### config.mk
export PLATFORM = sky130hd
export DESIGN_NAME = ec_ctrl_param
export DESIGN_NICKNAME = d
export VERILOG_FILES = /design/src/rtl/ec_ctrl_param.sv
export SDC_FILE = /design/constraint.sdc
export NUM_CORES = 1
export LEC_CHECK = 0
export ABC_AREA = 1
export CORE_ASPECT_RATIO = 0.9
export CORE_UTILIZATION = 42
export CTS_CLUSTER_SIZE = 40
export DETAILED_ROUTE_END_ITERATION = 10
export GPL_ROUTABILITY_DRIVEN = 0
export PLACE_DENSITY = 0.67
export SETUP_SLACK_MARGIN = 0.2
export SLEW_MARGIN = 25
export SYNTH_ARGS = -nofsm -noshare
export SYNTH_HDL_FRONTEND = slang
export SYNTH_SLANG_ARGS = --single-unit
### constraint.sdc
create_clock -name clk -period 2.5 [get_ports clk]
set_clock_uncertainty 0.1 [all_clocks]
set_input_delay 0.5 -clock clk [delete_from_list [all_inputs] [get_ports clk]]
set_output_delay 0.5 -clock clk [all_outputs]
set_load 0.01 [all_outputs]
### src/rtl/ec_ctrl_param.sv
// ec_ctrl_param: raster-scan controller for a padded conv + pool layer.
// It sequences pixel fetch, per-position PE compute and the index SRAM writes.
module ec_ctrl_param #(
  parameter int H      = 8,
  parameter int W      = 32,
  parameter int FH     = 3,
  parameter int FW     = 3,
  parameter int PAD    = 1,
  parameter int POOL_H = 2,
  parameter int POOL_W = 2,
  parameter int D_OUT  = 512,
  parameter int N_PE   = 2,
  parameter int M      = 1,
  localparam int HP    = H + 2 * PAD,
  localparam int WP    = W + 2 * PAD,
  localparam int HC    = HP - FH + 1,
  localparam int WC    = WP - FW + 1,
  localparam int K     = M * D_OUT / N_PE,
  localparam int NIDX  = (HC / POOL_H) * (WC / POOL_W) * K,
  localparam int KW    = K > 1 ? $clog2(K) : 1,
  localparam int AW    = NIDX > 1 ? $clog2(NIDX) : 1
) (
  input  logic          clk,
  input  logic          rst,
  input  logic          start,
  input  logic          data_in_en,
  output logic          in_ready,
  output logic          fmap_in_shiftreg_en,
  output logic          pad_mux_sel,
  output logic          pe_en,
  output logic          w_rom_en,
  output logic [KW-1:0] w_rom_addr,
  output logic          fmap_out_shiftreg_en,
  output logic          index_sram_en,
  output logic          index_sram_wr,
  output logic [AW-1:0] index_sram_addr,
  output logic          last_row_sel,
  output logic          busy,
  output logic          data_out_en,
  output logic          tg_next
);
  localparam int RW = $clog2(HP + 1);
  localparam int CW = $clog2(WP + 1);
  localparam logic [RW-1:0] R_LO  = RW'(PAD);
  localparam logic [RW-1:0] R_HI  = RW'(H + PAD);
  localparam logic [RW-1:0] R_WIN = RW'(FH - 1);
  localparam logic [RW-1:0] R_END = RW'(HP - 1);
  localparam logic [RW-1:0] R_PH  = RW'(POOL_H);
  localparam logic [CW-1:0] C_LO  = CW'(PAD);
  localparam logic [CW-1:0] C_HI  = CW'(W + PAD);
  localparam logic [CW-1:0] C_WIN = CW'(FW - 1);
  localparam logic [CW-1:0] C_END = CW'(WP - 1);
  localparam logic [CW-1:0] C_PW  = CW'(POOL_W);
  localparam logic [KW-1:0] K_END = KW'(K - 1);
  localparam logic [AW-1:0] ADDR_NIDX = AW'(NIDX - 1);

  typedef enum logic [1:0] {IDLE, FETCH, COMPUTE, DONE} state_t;

  state_t        r_state, w_next;
  logic [RW-1:0] r_r, w_orow;
  logic [CW-1:0] r_c, w_ocol;
  logic [KW-1:0] r_k;
  logic [AW-1:0] r_addr;
  logic          w_fetch, w_comp, w_pad, w_pool, w_win, w_klast, w_end, w_fetch_done, w_adv;

  assign w_fetch      = r_state == FETCH;
  assign w_comp       = r_state == COMPUTE;
  assign w_pad        = r_r < R_LO || r_r >= R_HI || r_c < C_LO || r_c >= C_HI;
  assign w_orow       = r_r - R_WIN;
  assign w_ocol       = r_c - C_WIN;
  assign w_pool       = (w_orow % R_PH == R_PH - RW'(1)) && (w_ocol % C_PW == C_PW - CW'(1));
  assign w_win        = r_r >= R_WIN && r_c >= C_WIN;
  assign w_klast      = r_k == K_END;
  assign w_end        = r_r == R_END && r_c == C_END;
  assign w_fetch_done = w_fetch && (w_pad || data_in_en);
  assign w_adv        = (w_fetch_done && !w_win) || (w_comp && w_klast && !w_end);

  always_comb begin
    w_next = r_state;
    unique case (r_state)
      IDLE:    w_next = start ? FETCH : IDLE;
      FETCH:   w_next = (w_fetch_done && w_win) ? COMPUTE : FETCH;
      COMPUTE: w_next = !w_klast ? COMPUTE : (w_end ? DONE : FETCH);
      DONE:    w_next = IDLE;
      default: w_next = IDLE;
    endcase
  end

  assign in_ready             = w_fetch && !w_pad;
  assign pad_mux_sel          = w_fetch && w_pad;
  assign fmap_in_shiftreg_en  = w_fetch && (w_pad || data_in_en);
  assign pe_en                = w_comp;
  assign w_rom_en             = w_comp;
  assign w_rom_addr           = r_k;
  assign fmap_out_shiftreg_en = w_comp && w_pool;
  assign index_sram_en        = w_comp && w_pool;
  assign index_sram_wr        = w_comp && w_pool;
  assign index_sram_addr      = r_addr;
  assign last_row_sel         = w_comp && r_r == R_END;
  assign busy                 = r_state != IDLE;
  assign data_out_en          = r_state == DONE;
  assign tg_next              = r_state == DONE;

  always_ff @(posedge clk) begin
    if (!rst) begin
      r_state <= IDLE;
      r_r     <= '0;
      r_c     <= '0;
      r_k     <= '0;
      r_addr  <= '0;
    end else begin
      r_state <= w_next;
      if (r_state == IDLE && start) begin
        r_r    <= '0;
        r_c    <= '0;
        r_k    <= '0;
        r_addr <= '0;
      end else begin
        if (w_adv) begin
          r_c <= r_c == C_END ? '0 : r_c + CW'(1);
          if (r_c == C_END) r_r <= r_r + RW'(1);
        end
        if (w_comp) r_k <= w_klast ? '0 : r_k + KW'(1);
        if (index_sram_wr) r_addr <= r_addr == ADDR_NIDX ? '0 : r_addr + AW'(1);
      end
    end
  end
endmodule

# Word level (Yosys, flattened, before mapping)
# Index checks and enable logic that the tools add are counted.
[word_totals] register_bits=34 romBits=0 inputBits=4 output_inout_bits=34 memories=0 mem_bits_rw=0 latch_bits=0
[op_classes] eq_ne=7 n_bitwise=1 n_reduce_logical=25 n_addsub=6 shifts=0 n_mux=8 div=0 mul=0 n_lt_le_gt_ge=6
[op_table] op="$add A14 B1 Y14 const B" count=1
[op_table] op="$eq A14 B14 Y1 const B" count=1
[op_table] op="$mux W14" count=1
[op_table] op="$logic_and A1 B1 Y1" count=13
[op_table] op="$add A8 B1 Y8 const B" count=1
[op_table] op="$eq A8 B8 Y1 const B" count=1
[op_table] op="$mux W8" count=1
[op_table] op="$pmux W2 S4" count=1
[op_table] op="$add A6 B1 Y6 const B" count=1
[op_table] op="$eq A6 B6 Y1 const B" count=1
[op_table] op="$ge A6 B2 Y1 const B" count=1
[op_table] op="$ge A6 B6 Y1 const B" count=1
[op_table] op="$lt A6 B1 Y1 const B" count=1
[op_table] op="$mux W2" count=3
[op_table] op="$mux W6" count=1
[op_table] op="$logic_or A1 B1 Y1" count=5
[op_table] op="$add A4 B1 Y4 const B" count=1
[op_table] op="$eq A2 B2 Y1 const B" count=2
[op_table] op="$eq A4 B4 Y1 const B" count=1
[op_table] op="$ge A4 B2 Y1 const B" count=1
[op_table] op="$ge A4 B4 Y1 const B" count=1
[op_table] op="$lt A4 B1 Y1 const B" count=1
[op_table] op="$logic_not A1 Y1" count=3
[op_table] op="$eq A2 B1 Y1 const B" count=1
[op_table] op="other kinds (7)" count=8

# Longest topological paths before layout
[logic_depth] word_depth=9 ltp_mapped=13 depth_no_buf=13

# Worst setup path before layout
# No wires, ideal clock.
[synth_path] path_type="flip-flop to output port" from="register r_r[0]" to="output port in_ready" slack_ns=0.624 n_path_buf=0 arrival_ns=1.276 required_time_ns=1.900 stages_incl_launch_ff=10 cell_sequence="dfxtp_1 inv_1 ha_1 inv_1 nor2_1 nand2_1 nand2_1 nor2_4 nand2_1 nor2_1"
[synth_between] elab_chain_len=6
[synth_rtl] element="from (decl)" line_no="60" text="logic [RW-1:0] r_r, w_orow;"
[synth_rtl] element="from (signal assigned)" line_no="121" text="if (r_c == C_END) r_r <= r_r + RW'(1);"
[synth_rtl] element="$lt A4 B1 Y1 or $ge A4 B4 Y1 (tied branches)" line_no="68" text="assign w_pad = r_r < R_LO || r_r >= R_HI || r_c < C_LO || r_c >= C_HI;"
[synth_rtl] element="$logic_or A1 B1 Y1 (*) (3 in a row)" line_no="68"
[synth_rtl] element="$logic_not A1 Y1 (*)" line_no="89" text="assign in_ready = w_fetch && !w_pad;"
[synth_rtl] element="$logic_and A1 B1 Y1 (*)" line_no="89"
[synth_rtl] element="to (decl)" line_no="27" text="output logic in_ready,"
# Mark *: on every way between the ends. The rest lies on a longest branch, timed or not.

# Final worst setup path
[layout_path] from="register r_state[1]" to="output port index_sram_wr"
[layout_between] elab_chain_len=2
[layout_rtl] element="from (decl)" line_no="59" text="state_t r_state, w_next;"
[layout_rtl] element="from (signal assigned)" line_no="112" text="r_state <= w_next;"
[layout_rtl] element="$eq A2 B2 Y1" line_no="67" text="assign w_comp = r_state == COMPUTE;"
[layout_rtl] element="$logic_and A1 B1 Y1" line_no="97" text="assign index_sram_wr = w_comp && w_pool;"
[layout_rtl] element="to (decl)" line_no="35" text="output logic index_sram_wr,"
# Every way passes these cells.

==> impl_results.md <==
* Worst-Margin Slew at 441.8 ps
* Min cycle time layout at 2235 ps
* Area grow syn2layout at 30.87%
* Clock Sinks at 34
* Area leader, netlist: dfxtp_1
* Die height at 68.03 um
* Clock Path Buffers at 2
* Fin Setup TNS at 0 ps
* Flops & latches, synth at 34
* Post-synth top area share at 33.46%
* Relative slew slack at 70.30%
* Yosys warns at 0
* Required @ worst endpoint at 1900 ps
* Worst Path Buf+Inv at 3
* NumNets Final at 337
* Num rows at 23
* I/O pin cnt at 38
* RSZ-0062 raised after global routing: yes
* RR Endpoint: r_r[1]
* Status: finished clean
* Synthesized Nets at 286
* Seq/Total Area, Yosys at 33.46%
* Post-CTS Hold Fix Bufs at 0
* Maximum number of pins on one net before global-route repair at 19
* Vias in the first global route at roughly 1600
* Clock slew at reported path FFs at 70 ps
* Post-Syn Area at 2034 um^2
* Post-synthesis async set-or-reset flop share at 0%
* Fin crit share at 89.40%
* Maximum achievable frequency at 447.4 MHz
* Final Core Density at 58.56%
* Post-synth EDFFs at 0
* Post-route cell area at 2663 um^2
* Synth area leaders: dfxtp_1, nand2_1, inv_1
* Distinct cells, synth at 31
* 1st-iter DRT viols at 76
* Root Driver: clkbuf_8
* Total grt overflow at 0
* First-pass iteration count of the detailed router at 4
* Critical Path Max Stage Delay at 530 ps
* Worst Hold Class: reg -> reg
* Remaining DRCs at 0
* Post-synth top flop: dfxtp_1
* Placed Area at 2476 um^2
* Final setup vio count at 0
* H-tree levels at 2
* Hold Fails Final Rpt at 0
* Flop-to-flop setup slack at 480 ps
* Post-Route WL at approximately 4.2 mm
* Via count at 1826
* Crit. End Element: primary output
* Input/output buffers at 37
* Overall global routing resource usage at 17.40%
* Dpl cells at 370
* Share of cells above drive strength 1 at 17.28%
* Initial antenna violation count at 0
* Final ANT Viol Nets at 0
* Worst Setup EP: index_sram_wr
* Die area at 5127 um^2
* Final Max Slew Viols at 0
* Worst r2r path cells at 14
* First-pass GRT wire length at 6.851 mm
* CP cell instances: inv_2 -> nor2_8 -> nand3_4 -> inv_6 -> clkdlybuf4s50_1
* Leak at 1.089 nW
* Crit path from: r_state[1]
* Core footprint at 4547 um^2
* Final Non-Filler Cells at 386
* CP Class: reg -> out
* DP HPWL at 3.076 mm
* # Max-Cap Violations at 0
* CP max stage cell: clkdlybuf4s50_1
* Reg2reg start: r_r[1]
* Syn Inst Count at 272
* IR drop worst, VDD at 0.0003617 V
* Wire per inst at 10.77 um
* Crit. path cell count at 5
* Skew-Pair Late Insertion Delay at 280 ps
* CP Data Arrival Time at 1640 ps
* CP top delay family: buffers and inverters
* CTS Buf Count at 5
* CTS tree: built
* Initial cell density of the core at 44.74%
* Die width at between 70 and 80 um
* Mean post-synth cell area at 7.480 um^2
* Startpoint class of the critical path: register
* Crit-path max FO at 10
* Post-DR vias/cell at approximately 4.7
* Pwr/cell area at 410.6 nW/um^2
* ANT cells at 0
registers in the layout, summed over array words and instances (netlist names):
signal and flops:
r_c 6, w_rom_addr 8, index_sram_addr 14, r_r 4, r_state 2
Yosys cell counts, types with 5 or more instances:
library cell,instances
a21oi_1,14
dfxtp_1,34
ha_1,10
inv_1,35
inv_2,5
nand2_1,51
nand3_1,16
nand3_2,7
nand4_1,8
nor2_1,29
nor3_1,6
nor3b_1,5
o21ai_0,6
xor2_1,12
layout make-up:
type,count,area (um^2)
Timing Repair Buffer,51,464.2
Clock buffer,8,110.1
Sequential cell,34,685.7
Inverter,40,155.1
Multi-Input combinational cell,191,1170
Fill cell,452,1884
Tap cell,62,77.57
power breakdown:
group | switching, mW | internal (mW)
Sequential | 0.00320 | 0.543
Combinational | 0.0498 | 0.0291
Clock | 0.190 | 0.278
Total | 0.243 | 0.850
layout by cell type (no fill, tap or decap), types with 2 or more instances in the layout:
master | synthesis | layout
a21oi_1 | 14 | 14
a21oi_2 | 4 | 4
a31oi_1 | 4 | 3
buf_4 | 4 | 14
clkbuf_2 | 0 | 2
clkbuf_8 | 0 | 8
clkdlybuf4s50_1 | 0 | 31
dfxtp_1 | 34 | 32
dlymetal6s2s_1 | 0 | 2
ha_1 | 10 | 10
inv_1 | 35 | 35
inv_2 | 5 | 4
nand2_1 | 51 | 50
nand2_2 | 1 | 2
nand3_1 | 16 | 16
nand3_2 | 7 | 7
nand4_1 | 8 | 8
nor2_1 | 29 | 29
nor2_4 | 3 | 3
nor2_8 | 2 | 2
nor3_1 | 6 | 6
nor3b_1 | 5 | 5
nor4_1 | 2 | 2
o21ai_0 | 6 | 6
xnor2_1 | 4 | 4
xor2_1 | 12 | 12
per-stage QoR:
| stage | worst slack (ps) | hold slack, ps | power [mW] |
|---|---|---|---|
| after floorplan | 624.5 | 365.5 | 0.6085 |
| after global placement | 132.4 | 393.9 | 0.6337 |
| after detailed placement | 116.5 | 402.7 | 0.6348 |
| after CTS | 178.5 | 413.2 | 1.107 |
| after global routing | 168.4 | 445.4 | 1.147 |
| final | 264.9 | 415.6 | 1.093 |
kinds of logic (layout without fill, tap and decap cells):
| group | count (synthesis) | in the layout | synth area share (%) |
|---|---|---|---|
| flops | 34 | 34 | 33.46 |
| simple gates | 135 | 135 | 35.12 |
| fa+ha+maj | 10 | 10 | 6.150 |
| buf+inv | 47 | 99 | 9.902 |
| xor+xnor | 16 | 16 | 6.888 |
| compound gates | 30 | 30 | 8.487 |
how the worst min path moves through the flow:
stage | cells after the start | start | endpoint | slack (ps)
after floorplan | 2 | r_c[4] | r_c[4] | 370
after global placement | 2 | r_c[4] | r_c[4] | 390
after detailed placement | 2 | r_c[4] | r_c[4] | 400
after CTS | 2 | r_c[4] | r_c[4] | 410
after global routing | 2 | r_r[1] | r_r[1] | 450
final | 2 | r_r[1] | r_r[1] | 420
worst reg2reg max path: cells and delay by family (launching register included):
| family | cells | cell delay, ps |
|---|---|---|
| fa+ha+maj | 1 | 190 |
| buf+inv | 3 | 260 |
| simple gates | 9 | 940 |
| compound gates | 1 | 110 |
| flops | 1 | 360 |
metal layers:
layer  vias up  GRT usage [%]  share of wire (%)
li1        976              -                  -
met1       814          22.78                 50
met2        34          28.24                 45
met3         2          4.124                4.6
met4         0          5.556               0.67
met5         -              0                  0
repair_timing:
action                                  4_1_cts  5_1_grt
pin swaps                                     2        3
gates cloned                                  0        0
gates resized for setup                       9       12
endpoints found under the setup margin        7        6
buffers inserted                              2        6
Power figures use the tool's default switching activity.
